**config.mk**
```make
export PLATFORM = sky130hd
export DESIGN_NAME = pixel_point_op
export DESIGN_NICKNAME = d
export VERILOG_FILES = /design/src/rtl/pixel_op_pkg.sv /design/src/rtl/pixel_chan_op.sv /design/src/rtl/pixel_point_op.sv
export SDC_FILE = /design/constraint.sdc
export NUM_CORES = 1
export LEC_CHECK = 0
export ABC_AREA = 1
export BUFFER_PORTS_ARGS = -buffer_cell sky130_fd_sc_hd__buf_4
export CAP_MARGIN = 15
export CORE_UTILIZATION = 25
export CTS_CLUSTER_DIAMETER = 100
export DETAILED_ROUTE_END_ITERATION = 8
export GPL_TIMING_DRIVEN = 0
export PLACE_DENSITY = 0.44
export SYNTH_ARGS = -nofsm -noshare
export SYNTH_HDL_FRONTEND = slang
export SYNTH_SLANG_ARGS = --single-unit
```
**constraint.sdc**
```tcl
create_clock -name clk -period 2.3 [get_ports clk]
set_clock_uncertainty 0.15 [all_clocks]
set_input_delay 0.46 -clock clk [delete_from_list [all_inputs] [get_ports clk]]
set_output_delay 0.46 -clock clk [all_outputs]
set_load 0.02 [all_outputs]
```
**src/rtl/pixel_op_pkg.sv**
```systemverilog
// Shared definitions for the pixel point-operation unit: mode codes,
// frame FSM states and the per-pixel frame-position sideband.
package pixel_op_pkg;

    localparam logic [1:0] MODE_PASS = 2'd0;
    localparam logic [1:0] MODE_INV  = 2'd1;
    localparam logic [1:0] MODE_OFS  = 2'd2;
    localparam logic [1:0] MODE_THR  = 2'd3;

    typedef enum logic {
        IDLE   = 1'b0,
        ACTIVE = 1'b1
    } state_e;

    typedef struct packed {
        logic sof;
        logic eol;
        logic eof;
    } sideband_t;

endpackage

```
**src/rtl/pixel_chan_op.sv**
```systemverilog
// Combinational point operation on a single channel value.
// The offset is a signed DATA_W+1 bit quantity; the sum is formed two bits
// wider than a channel so both underflow and overflow are visible before
// clamping.
module pixel_chan_op
    import pixel_op_pkg::*;
#(
    parameter int DATA_W = 8
) (
    input  logic [1:0]        mode,
    input  logic [DATA_W:0]   offset,
    input  logic [DATA_W-1:0] thresh,
    input  logic [DATA_W-1:0] x,
    output logic [DATA_W-1:0] y
);

    localparam logic [DATA_W-1:0] MAX = '1;

    logic signed [DATA_W+1:0] sum;

    // Select the channel result for the active mode, clamping the offset sum to [0, MAX]
    always_comb begin
        sum = $signed({2'b00, x}) + $signed({offset[DATA_W], offset});
        y   = x;
        case (mode)
            MODE_PASS: y = x;
            MODE_INV:  y = MAX - x;
            MODE_OFS: begin
                if (sum[DATA_W+1]) begin
                    y = '0;
                end else if (sum[DATA_W]) begin
                    y = MAX;
                end else begin
                    y = sum[DATA_W-1:0];
                end
            end
            MODE_THR:  y = (x >= thresh) ? MAX : '0;
        endcase
    end

endmodule

```
**src/rtl/pixel_point_op.sv**
```systemverilog
// Streaming per-pixel point operation with valid/ready backpressure.
// Stage 1 registers the accepted pixel, its frame markers and the config
// that applies to its frame; stage 2 registers the per-channel result.
// Config is shadowed on the first accept of a frame so mid-frame changes
// only land on the next frame.
module pixel_point_op
    import pixel_op_pkg::*;
#(
    parameter int DATA_W   = 8,
    parameter int CHANNELS = 1,
    parameter int IMG_W    = 8,
    parameter int IMG_H    = 8
) (
    input  logic                       clk,
    input  logic                       rst,
    input  logic [1:0]                 cfg_mode,
    input  logic [DATA_W:0]            cfg_offset,
    input  logic [DATA_W-1:0]          cfg_thresh,
    input  logic                       s_valid,
    output logic                       s_ready,
    input  logic [CHANNELS*DATA_W-1:0] s_data,
    output logic                       m_valid,
    input  logic                       m_ready,
    output logic [CHANNELS*DATA_W-1:0] m_data,
    output logic                       m_sof,
    output logic                       m_eol,
    output logic                       m_eof,
    output logic                       busy
);

    localparam int PIX_W = CHANNELS * DATA_W;
    localparam int COL_W = (IMG_W > 1) ? $clog2(IMG_W) : 1;
    localparam int ROW_W = (IMG_H > 1) ? $clog2(IMG_H) : 1;
    localparam logic [COL_W-1:0] COL_LAST = COL_W'(IMG_W - 1);
    localparam logic [ROW_W-1:0] ROW_LAST = ROW_W'(IMG_H - 1);

    state_e state_q, state_d;
    logic [COL_W-1:0] col_q, col_d;
    logic [ROW_W-1:0] row_q, row_d;

    logic [1:0]        shd_mode_q, shd_mode_d;
    logic [DATA_W:0]   shd_ofs_q, shd_ofs_d;
    logic [DATA_W-1:0] shd_thr_q, shd_thr_d;

    logic              v1_q, v1_d;
    logic [PIX_W-1:0]  d1_q, d1_d;
    sideband_t         sb1_q, sb1_d;
    logic [1:0]        mode1_q, mode1_d;
    logic [DATA_W:0]   ofs1_q, ofs1_d;
    logic [DATA_W-1:0] thr1_q, thr1_d;

    logic              m_valid_q, m_valid_d;
    logic [PIX_W-1:0]  m_data_q, m_data_d;
    sideband_t         sb2_q, sb2_d;

    logic              en;
    logic              accept;
    logic              idle_accept;
    logic              last_col;
    logic              last_row;
    sideband_t         in_sb;
    logic [PIX_W-1:0]  op_data;

    // Handshake: the whole pipeline moves when the output slot is free or draining
    always_comb begin
        en          = !m_valid_q || m_ready;
        s_ready     = rst && en;
        accept      = s_valid && s_ready;
        idle_accept = accept && (state_q == IDLE);
        last_col    = (col_q == COL_LAST);
        last_row    = (row_q == ROW_LAST);
    end

    // Frame FSM state register
    always_ff @(posedge clk) begin
        if (!rst) begin
            state_q <= IDLE;
        end else begin
            state_q <= state_d;
        end
    end

    // Frame FSM next state: any accept opens a frame, the last pixel closes it
    always_comb begin
        state_d = state_q;
        if (accept) begin
            state_d = (last_col && last_row) ? IDLE : ACTIVE;
        end
    end

    // Frame FSM outputs: busy flag and markers for the pixel being accepted
    always_comb begin
        busy      = (state_q == ACTIVE);
        in_sb.sof = (state_q == IDLE);
        in_sb.eol = last_col;
        in_sb.eof = last_col && last_row;
    end

    // Column/row position advances only on accept
    always_comb begin
        col_d = col_q;
        row_d = row_q;
        if (accept) begin
            if (last_col) begin
                col_d = '0;
                row_d = last_row ? '0 : row_q + 1'b1;
            end else begin
                col_d = col_q + 1'b1;
            end
        end
    end

    // Config shadow is loaded from the live inputs only when a frame starts
    always_comb begin
        shd_mode_d = shd_mode_q;
        shd_ofs_d  = shd_ofs_q;
        shd_thr_d  = shd_thr_q;
        if (idle_accept) begin
            shd_mode_d = cfg_mode;
            shd_ofs_d  = cfg_offset;
            shd_thr_d  = cfg_thresh;
        end
    end

    // Per-channel operation on the stage-1 pixel
    for (genvar c = 0; c < CHANNELS; c++) begin : g_chan
        pixel_chan_op #(
            .DATA_W (DATA_W)
        ) u_chan (
            .mode   (mode1_q),
            .offset (ofs1_q),
            .thresh (thr1_q),
            .x      (d1_q[c*DATA_W +: DATA_W]),
            .y      (op_data[c*DATA_W +: DATA_W])
        );
    end

    // Pipeline next values; the first pixel of a frame uses the live config it shadows
    always_comb begin
        v1_d      = v1_q;
        d1_d      = d1_q;
        sb1_d     = sb1_q;
        mode1_d   = mode1_q;
        ofs1_d    = ofs1_q;
        thr1_d    = thr1_q;
        m_valid_d = m_valid_q;
        m_data_d  = m_data_q;
        sb2_d     = sb2_q;
        if (en) begin
            v1_d      = accept;
            d1_d      = s_data;
            sb1_d     = accept ? in_sb : '0;
            mode1_d   = idle_accept ? cfg_mode   : shd_mode_q;
            ofs1_d    = idle_accept ? cfg_offset : shd_ofs_q;
            thr1_d    = idle_accept ? cfg_thresh : shd_thr_q;
            m_valid_d = v1_q;
            m_data_d  = op_data;
            sb2_d     = sb1_q;
        end
    end

    // Position counters and config shadow registers
    always_ff @(posedge clk) begin
        if (!rst) begin
            col_q      <= '0;
            row_q      <= '0;
            shd_mode_q <= MODE_PASS;
            shd_ofs_q  <= '0;
            shd_thr_q  <= '0;
        end else begin
            col_q      <= col_d;
            row_q      <= row_d;
            shd_mode_q <= shd_mode_d;
            shd_ofs_q  <= shd_ofs_d;
            shd_thr_q  <= shd_thr_d;
        end
    end

    // Two pipeline stages; reset drops everything in flight
    always_ff @(posedge clk) begin
        if (!rst) begin
            v1_q      <= 1'b0;
            d1_q      <= '0;
            sb1_q     <= '0;
            mode1_q   <= MODE_PASS;
            ofs1_q    <= '0;
            thr1_q    <= '0;
            m_valid_q <= 1'b0;
            m_data_q  <= '0;
            sb2_q     <= '0;
        end else begin
            v1_q      <= v1_d;
            d1_q      <= d1_d;
            sb1_q     <= sb1_d;
            mode1_q   <= mode1_d;
            ofs1_q    <= ofs1_d;
            thr1_q    <= thr1_d;
            m_valid_q <= m_valid_d;
            m_data_q  <= m_data_d;
            sb2_q     <= sb2_d;
        end
    end

    // Output port mapping
    always_comb begin
        m_valid = m_valid_q;
        m_data  = m_data_q;
        m_sof   = sb2_q.sof;
        m_eol   = sb2_q.eol;
        m_eof   = sb2_q.eof;
    end

endmodule
```
==> results of run 1 <==
-- synthesized netlist by cell type, types with 2 or more instances --
library cell | instances | area share [%]
nand2_1 | 130 | 14
dfxtp_1 | 69 | 41
inv_1 | 65 | 7.2
o21ai_0 | 36 | 5.3
a21oi_1 | 32 | 4.7
ha_1 | 20 | 7.4
nor2_1 | 20 | 2.2
nand2_2 | 10 | 1.9
o21ai_2 | 10 | 2.6
nor2_2 | 9 | 1.7
o22ai_2 | 9 | 3.3
clkbuf_1 | 8 | 0.89
nand3_1 | 7 | 1.0
buf_2 | 4 | 0.59
nand3b_1 | 3 | 0.67
buf_6 | 2 | 0.67
o211a_1 | 2 | 0.59
xnor2_1 | 2 | 0.52
-- flip-flops by register name, indices dropped and copies added (netlist names), 2 cells and up --
| register | count |
|---|---|
| col_q | 3 |
| d1_q | 8 |
| m_data | 8 |
| mode1_q | 2 |
| ofs1_q | 9 |
| row_q | 3 |
| sb1_q | 3 |
| shd_mode_q | 2 |
| shd_ofs_q | 9 |
| shd_thr_q | 8 |
| thr1_q | 8 |
-- worst max path at each step --
stage / slack [ns] / depth (start not counted) / endpoint
4_1_cts: 0.11 / 12 / m_data[6]$_SDFFE_PN0N_
3_3_place_gp: 0.12 / 12 / m_data[6]$_SDFFE_PN0N_
5_1_grt: -0.02 / 12 / m_data[0]$_SDFFE_PN0N_
2_1_floorplan: 0.41 / 12 / m_data[0]$_SDFFE_PN0N_
3_5_place_dp: 0.13 / 12 / m_data[6]$_SDFFE_PN0N_
6_report: 0.20 / 12 / m_data[0]$_SDFFE_PN0N_
-- cell type report --
type / count / area [sq um] / area share, %
Multi-Input combinational cell: 299 / 1660 / 38.8
Sequential cell: 69 / 1380 / 32.3
Timing Repair Buffer: 44 / 330 / 7.71
Inverter: 67 / 254 / 5.93
Clock buffer: 11 / 243 / 5.67
Tap cell: 176 / 220 / 5.14
Clock inverter: 5 / 106 / 2.48
Buffer: 16 / 85.1 / 1.99
-- critical path: stages, from the launching register on --
cell,delay [ns]
dfxtp_1,0.32
ha_1,0.22
fa_1,0.41
nand3_1,0.10
nand2_1,0.11
nand2_1,0.10
nand3_1,0.08
nand2_2,0.16
nand2_1,0.07
nand2_1,0.07
nand2_1,0.05
nand2_1,0.08
nand2_1,0.05
-- per-layer routing --
metal / vias to the layer above / GRT usage (%) / share of wire [%]
met2: 50 / 20.1 / 46
li1: 1533 / - / -
met4: 0 / 4.57 / 1.5
met1: 1266 / 16.2 / 48
met3: 10 / 2.94 / 3.9
met5: - / 0 / 0
-- repair_timing --
item | 4_1_cts | 5_1_grt
gates resized for setup | 0 | 1
setup endpoints to repair | 0 | 8
hold buffers | 0 | 0
endpoints found under the hold margin | 0 | 0
-- metrics by stage --
step	cell area, sq um	setup TNS (ns)	power [mW]	setup slack [ns]
2_1_floorplan	3380	0	1.70	0.408
3_3_place_gp	3930	0	1.86	0.117
3_5_place_dp	3930	0	1.87	0.128
4_1_cts	4280	0	3.53	0.109
5_1_grt	4280	-0.0313	3.64	-0.0162
6_report	4280	0	3.46	0.203
-- logic make-up (layout without fill, tap and decap cells) --
| family | count (synthesis) | count (layout) |
|---|---|---|
| and+or+nand+nor | 183 | 183 |
| xor gates and xnor gates | 3 | 3 |
| DFF | 69 | 69 |
| AOI/OAI and AO/OA | 92 | 92 |
| adders and majority gates | 21 | 21 |
| buffers and inverters | 83 | 143 |
-- power by group --
group	leakage [nW]	switching, mW	internal [mW]	total [mW]
registers	0.567	0.0452	1.28	1.32
clock network	0.166	0.528	1.09	1.62
logic	1.28	0.306	0.209	0.515
==> impl_results.md, run 1 <==
* Clk Latency, worst-skew pair at 0.33 ns
* ANT nets after route at 0
* GPL Wtd Cong at 0.735
* Status: finished, final reports clean
* Multiplexer area fraction after synthesis at 0%
* Critical Path End Type: flop
* Drt drc at 0
* Hold Fails Final Rpt at 0
* Most common cell after layout, fill and taps aside: nand2_1
* Worst IR drop on VDD at 301 uV
* Synth Area in Adders at 7.99%
* CTS Sinks at 69
* Core area at 13,200 sq um
* Synthesized net count at 503
* Worst-path fanout max at 8
* CTS buffer count at 9
* Final-report setup violation count at 0
* Share of layout cells above drive strength 1 at 21.9%
* Synth warn at 0
* CTS Buffer Depth at 2
* Largest family of logic cells by synthesized area: simple AND/OR/NAND/NOR gates
* Reg-to-Reg End: m_data[0]$_SDFFE_PN0N_
* Reg2reg setup slack at 0.20 ns
* Maximum number of pins on one net before global-route repair at 13
* Commonest non-fill, non-tap cells in the layout: 129 x nand2_1, 69 x dfxtp_1, 65 x inv_1, 45 x buf_4, 36 x o21ai_0
* PD cells at 808 nW/um^2
* DRT Wirelength at 8.19 mm
* Post-Synth Simple-Gate Area at 22.9%
* CP startpoint: d1_q[0]$_SDFFE_PN0N_
* Starting Density at 25.6%
* Slew @ Worst Pin at 0.656 ns
* PortBufs at 44
* Die Span X at 118 um
* Number of synthesized flops with an enable pin at 0
* Post-synthesis compound-gate area fraction at 17.4%
* Final period util at 91.2%
* Fill count at 1,437
* Detailed Routing Iterations Pass 1 at 7
* Fmax at 477 MHz
* Worst flop-to-flop path startpoint: d1_q[0]$_SDFFE_PN0N_
* # Post-CTS Setup Buffers at 0
* Grt ovf at 0
* Synthesized area per cell at 7.50 sq um
* Post-layout min period at 2.10 ns
* Finished Layout Cells at 687
* Max-slew violation count at 0
* Die footprint at 14,000 sq um
* CTS Root Cell: clkbuf_16
* Overall Global Routing Usage at 12.5%
* Placed Cells at 671
* Num ports at 45
* Vias at 2,859
* CP Launch Type: flop
* Critical path class: flop to flop
* Ant diodes at 0
* Vias per inst at 4.16
* Seq cells post-synth at 69
* Post-synthesis sequential area ratio at 40.9%
* Max_cap viols at 0
* CTS clk-pin slew, worst paths at 0.06 ns
* Area Overhead vs Synth at 26.7%
* CTS tree: built
* Detailed-placement wirelength estimate at 6.50 mm
* Wire length per cell at 11.9 um
* Worst hold slack at 0.186 ns
* Worst Hold Class: input pin to flop
* Core Rows at 42
* First-pass GRT wire length at 13.6 mm
* Leak pwr at 2.02 nW
* Final #Nets at 558
* Hold EP: d1_q[7]$_SDFFE_PN0N_
* Slew Limit Headroom at 56.3%
* End-of-flow core utilization at 32.5%
* Initial antenna violation count at 0
* H-tree levels at 3
* Worst r2r path cells at 12
* Mapped Cells at 451
* XOR/XNOR Fraction of Synth Area at 0.777%
* Synth unique cells at 31
* Arrival @ worst endpoint at 2.17 ns
* Chip height at 118 um
* Min-Delay Startpoint: s_data[7]
* 1st-iter DRT viols at 101
* WP data required at 2.37 ns
* Area of the mapped netlist at 3380 sq um
* Prevailing post-synth register cell: dfxtp_1
* Hold Path Depth at 3
* Ys async rst share at 0%
* Number of global-route vias before repair at 2,709
Note: power is estimated with default switching activity, not from simulation.
==> inputs of run 2 (changes only) <==
Clock period 2.3 ns to 2.15 ns, I/O delays scaled along.
==> impl_results.md, run 2 (synthesis gave the netlist of run 1 again) <==
* Status: finished, final reports clean
* Top flop regs: ofs1_q (9), shd_ofs_q (9)
* Die Span X at 118 um (unchanged)
* PortBufs at 44 (unchanged)
* Starting Density at 25.6% (unchanged)
* Slew Limit Headroom at 55.2% (-1.1 points)
* Area Overhead vs Synth at 28.4%
* Critical Path End Type: flop
* Maximum number of pins on one net before global-route repair at 13 (unchanged)
* Slew @ Worst Pin at 0.672 ns (+0.0167 ns)
* Worst-path fanout max at 8 (unchanged)
* Final-report setup violation count at 0 (unchanged)
* CTS Sinks at 69 (unchanged)
* Number of global-route vias before repair at 2,724 (+0.55%)
* CTS tree: built
* Worst path most repeated cell: nand2_1
* CP Launch Type: flop
* Grt ovf at 0 (unchanged)
* Arrival @ worst endpoint at 2.05 ns (-0.12 ns)
* Multi-input gate area at 1720 sq um (+3.5%)
* Delay-heaviest family, CP: simple AND/OR/NAND/NOR gates
* CP Cell Sequence: ha_1 -> fa_2 -> nand3_1 -> nand2_2 -> nand2_2 -> nand3_2 -> nand2_4 -> nand2_1 -> nand2_1 -> nand2_1 -> nand2_1 -> nand2_1
* Grt met1 use at 16.3% (+0.090 points)
* M2 GR Usage at 20.2% (+0.037 points)
* Num ports at 45 (unchanged)
* Register area at 1380 sq um (unchanged)
* Place WS at -0.0217 ns (-0.150 ns)
* Fill count at 1,430 (-0.49%)
* H-tree levels at 3 (unchanged)
* GR Util met3 at 2.94% (unchanged)
* Most common cell after layout, fill and taps aside: nand2_1
* Detailed Routing Iterations Pass 1 at 6 (-1)
* Chip height at 118 um (unchanged)
* CTS clk-pin slew, worst paths at 0.06 ns (about the same)
* Max_cap viols at 0 (unchanged)
* Fmax at 507 MHz (+6.3%)
* Vias per inst at 4.18 (+0.56%)
* Max-slew violation count at 0 (unchanged)
* DRT Wirelength at 8.30 mm (+1.3%)
* Setup total negative slack at 0 ns (unchanged)
* Share of layout cells above drive strength 1 at 23.5% (+1.6 points)
* Worst path slowest cell: fa_2
* Core area at 13,200 sq um (unchanged)
* Commonest non-fill, non-tap cells in the layout: 126 x nand2_1, 69 x dfxtp_1, 65 x inv_1, 45 x buf_4, 36 x o21ai_0
* ANT nets after route at 0 (unchanged)
* Final period util at 91.7% (+0.56 points)
* Wire length per cell at 12.1 um (+1.3%)
* CTS Root Cell: clkbuf_16
* Grt peak-use layer: met2
* Leak pwr at 2.02 nW (about the same)
* Clk Latency, worst-skew pair at 0.33 ns (about the same)
* Worst IR drop on VDD at 332 uV (+10%)
* Crit-path max cell delay at 0.36 ns (-0.05 ns)
* CTS Buffer Depth at 2 (unchanged)
* Worst Hold Class: input pin to flop
* CTS buffer count at 9 (unchanged)
* Detailed-placement wirelength estimate at 6.50 mm (unchanged)
* Critical path class: flop to flop
* GPL Wtd Cong at 0.735 (unchanged)
* End-of-flow core utilization at 32.9% (+0.44 points)
* Vias at 2,875 (+0.56%)
* Hold Fails Final Rpt at 0 (unchanged)
* Die footprint at 14,000 sq um (unchanged)
* Final worst slack at 0.178 ns (-0.0253 ns)
* Core Rows at 42 (unchanged)
* Ant diodes at 0 (unchanged)
* WP data required at 2.22 ns (-0.15 ns)
* Crit path buf inv count at 0 (unchanged)
* Drt drc at 0 (unchanged)
* Post-layout min period at 1.97 ns (-0.125 ns)
* First-pass GRT wire length at 13.7 mm (+0.30%)
* Final #Nets at 558 (unchanged)
* 1st-iter DRT viols at 92 (-8.9%)
* PD cells at 856 nW/um^2 (+6.0%)
* Overall Global Routing Usage at 12.6% (+0.041 points)
* Initial antenna violation count at 0 (unchanged)
## run 2: worst paths after layout
check | start | end | slack [ns] | cells past startpoint
max | d1_q[0]$_SDFFE_PN0N_ | m_data[0]$_SDFFE_PN0N_ | 0.18 | 12
min | s_data[7] | d1_q[7]$_SDFFE_PN0N_ | 0.16 | 3
max reg2reg | d1_q[0]$_SDFFE_PN0N_ | m_data[0]$_SDFFE_PN0N_ | 0.18 | 12
min reg2reg | m_data[1]$_SDFFE_PN0N_ | m_data[1]$_SDFFE_PN0N_ | 0.30 | 2
## run 2: area by class of cell
| cell class | instances | area share, % |
|---|---|---|
| Multi-Input combinational cell | 299 | 39.6 |
| Timing Repair Buffer | 44 | 7.61 |
| Tap cell | 176 | 5.07 |
| Sequential cell | 69 | 31.8 |
| Clock buffer | 11 | 5.59 |
| Buffer | 16 | 1.96 |
| Inverter | 67 | 5.85 |
| Clock inverter | 5 | 2.45 |
## run 2: through the flow
stage / power (mW) / hold slack (ns) / area (sq um) / std cells
floorplan: 1.82 / 0.281 / 3380 / 451
global placement: 1.99 / 0.296 / 3930 / 671
detailed placement: 2.00 / 0.293 / 3930 / 671
CTS: 3.77 / 0.144 / 4280 / 687
global route: 3.91 / 0.170 / 4340 / 687
finish: 3.72 / 0.157 / 4340 / 687
## run 2: per-layer routing
metal	wire length [um]	part of all wire, %
met5	0	0
met3	331	4.0
met2	3860	46
met1	4000	48
met4	113	1.4
## run 2: what timing repair did
item / in CTS / in global routing
gates resized for setup: 1 / 9
hold buffers: 0 / 0
pin swaps: 0 / 2
setup endpoints to repair: 8 / 8
setup buffers: 0 / 0
## run 2: tightest hold or removal path: cells and delay by family
| kind | cells | cell delay [ns] |
|---|---|---|
| AND/OR/NAND/NOR | 1 | 0.04 |
| buffers and inverters | 1 | 0.08 |
| AO/OA/AOI/OAI | 1 | 0.05 |
## run 2: power breakdown
part           switching [mW]  leakage [nW]  internal (mW)  total (mW)
clock network           0.565         0.166           1.17        1.73
registers              0.0528         0.567           1.37        1.42
logic                   0.331          1.29          0.233       0.564
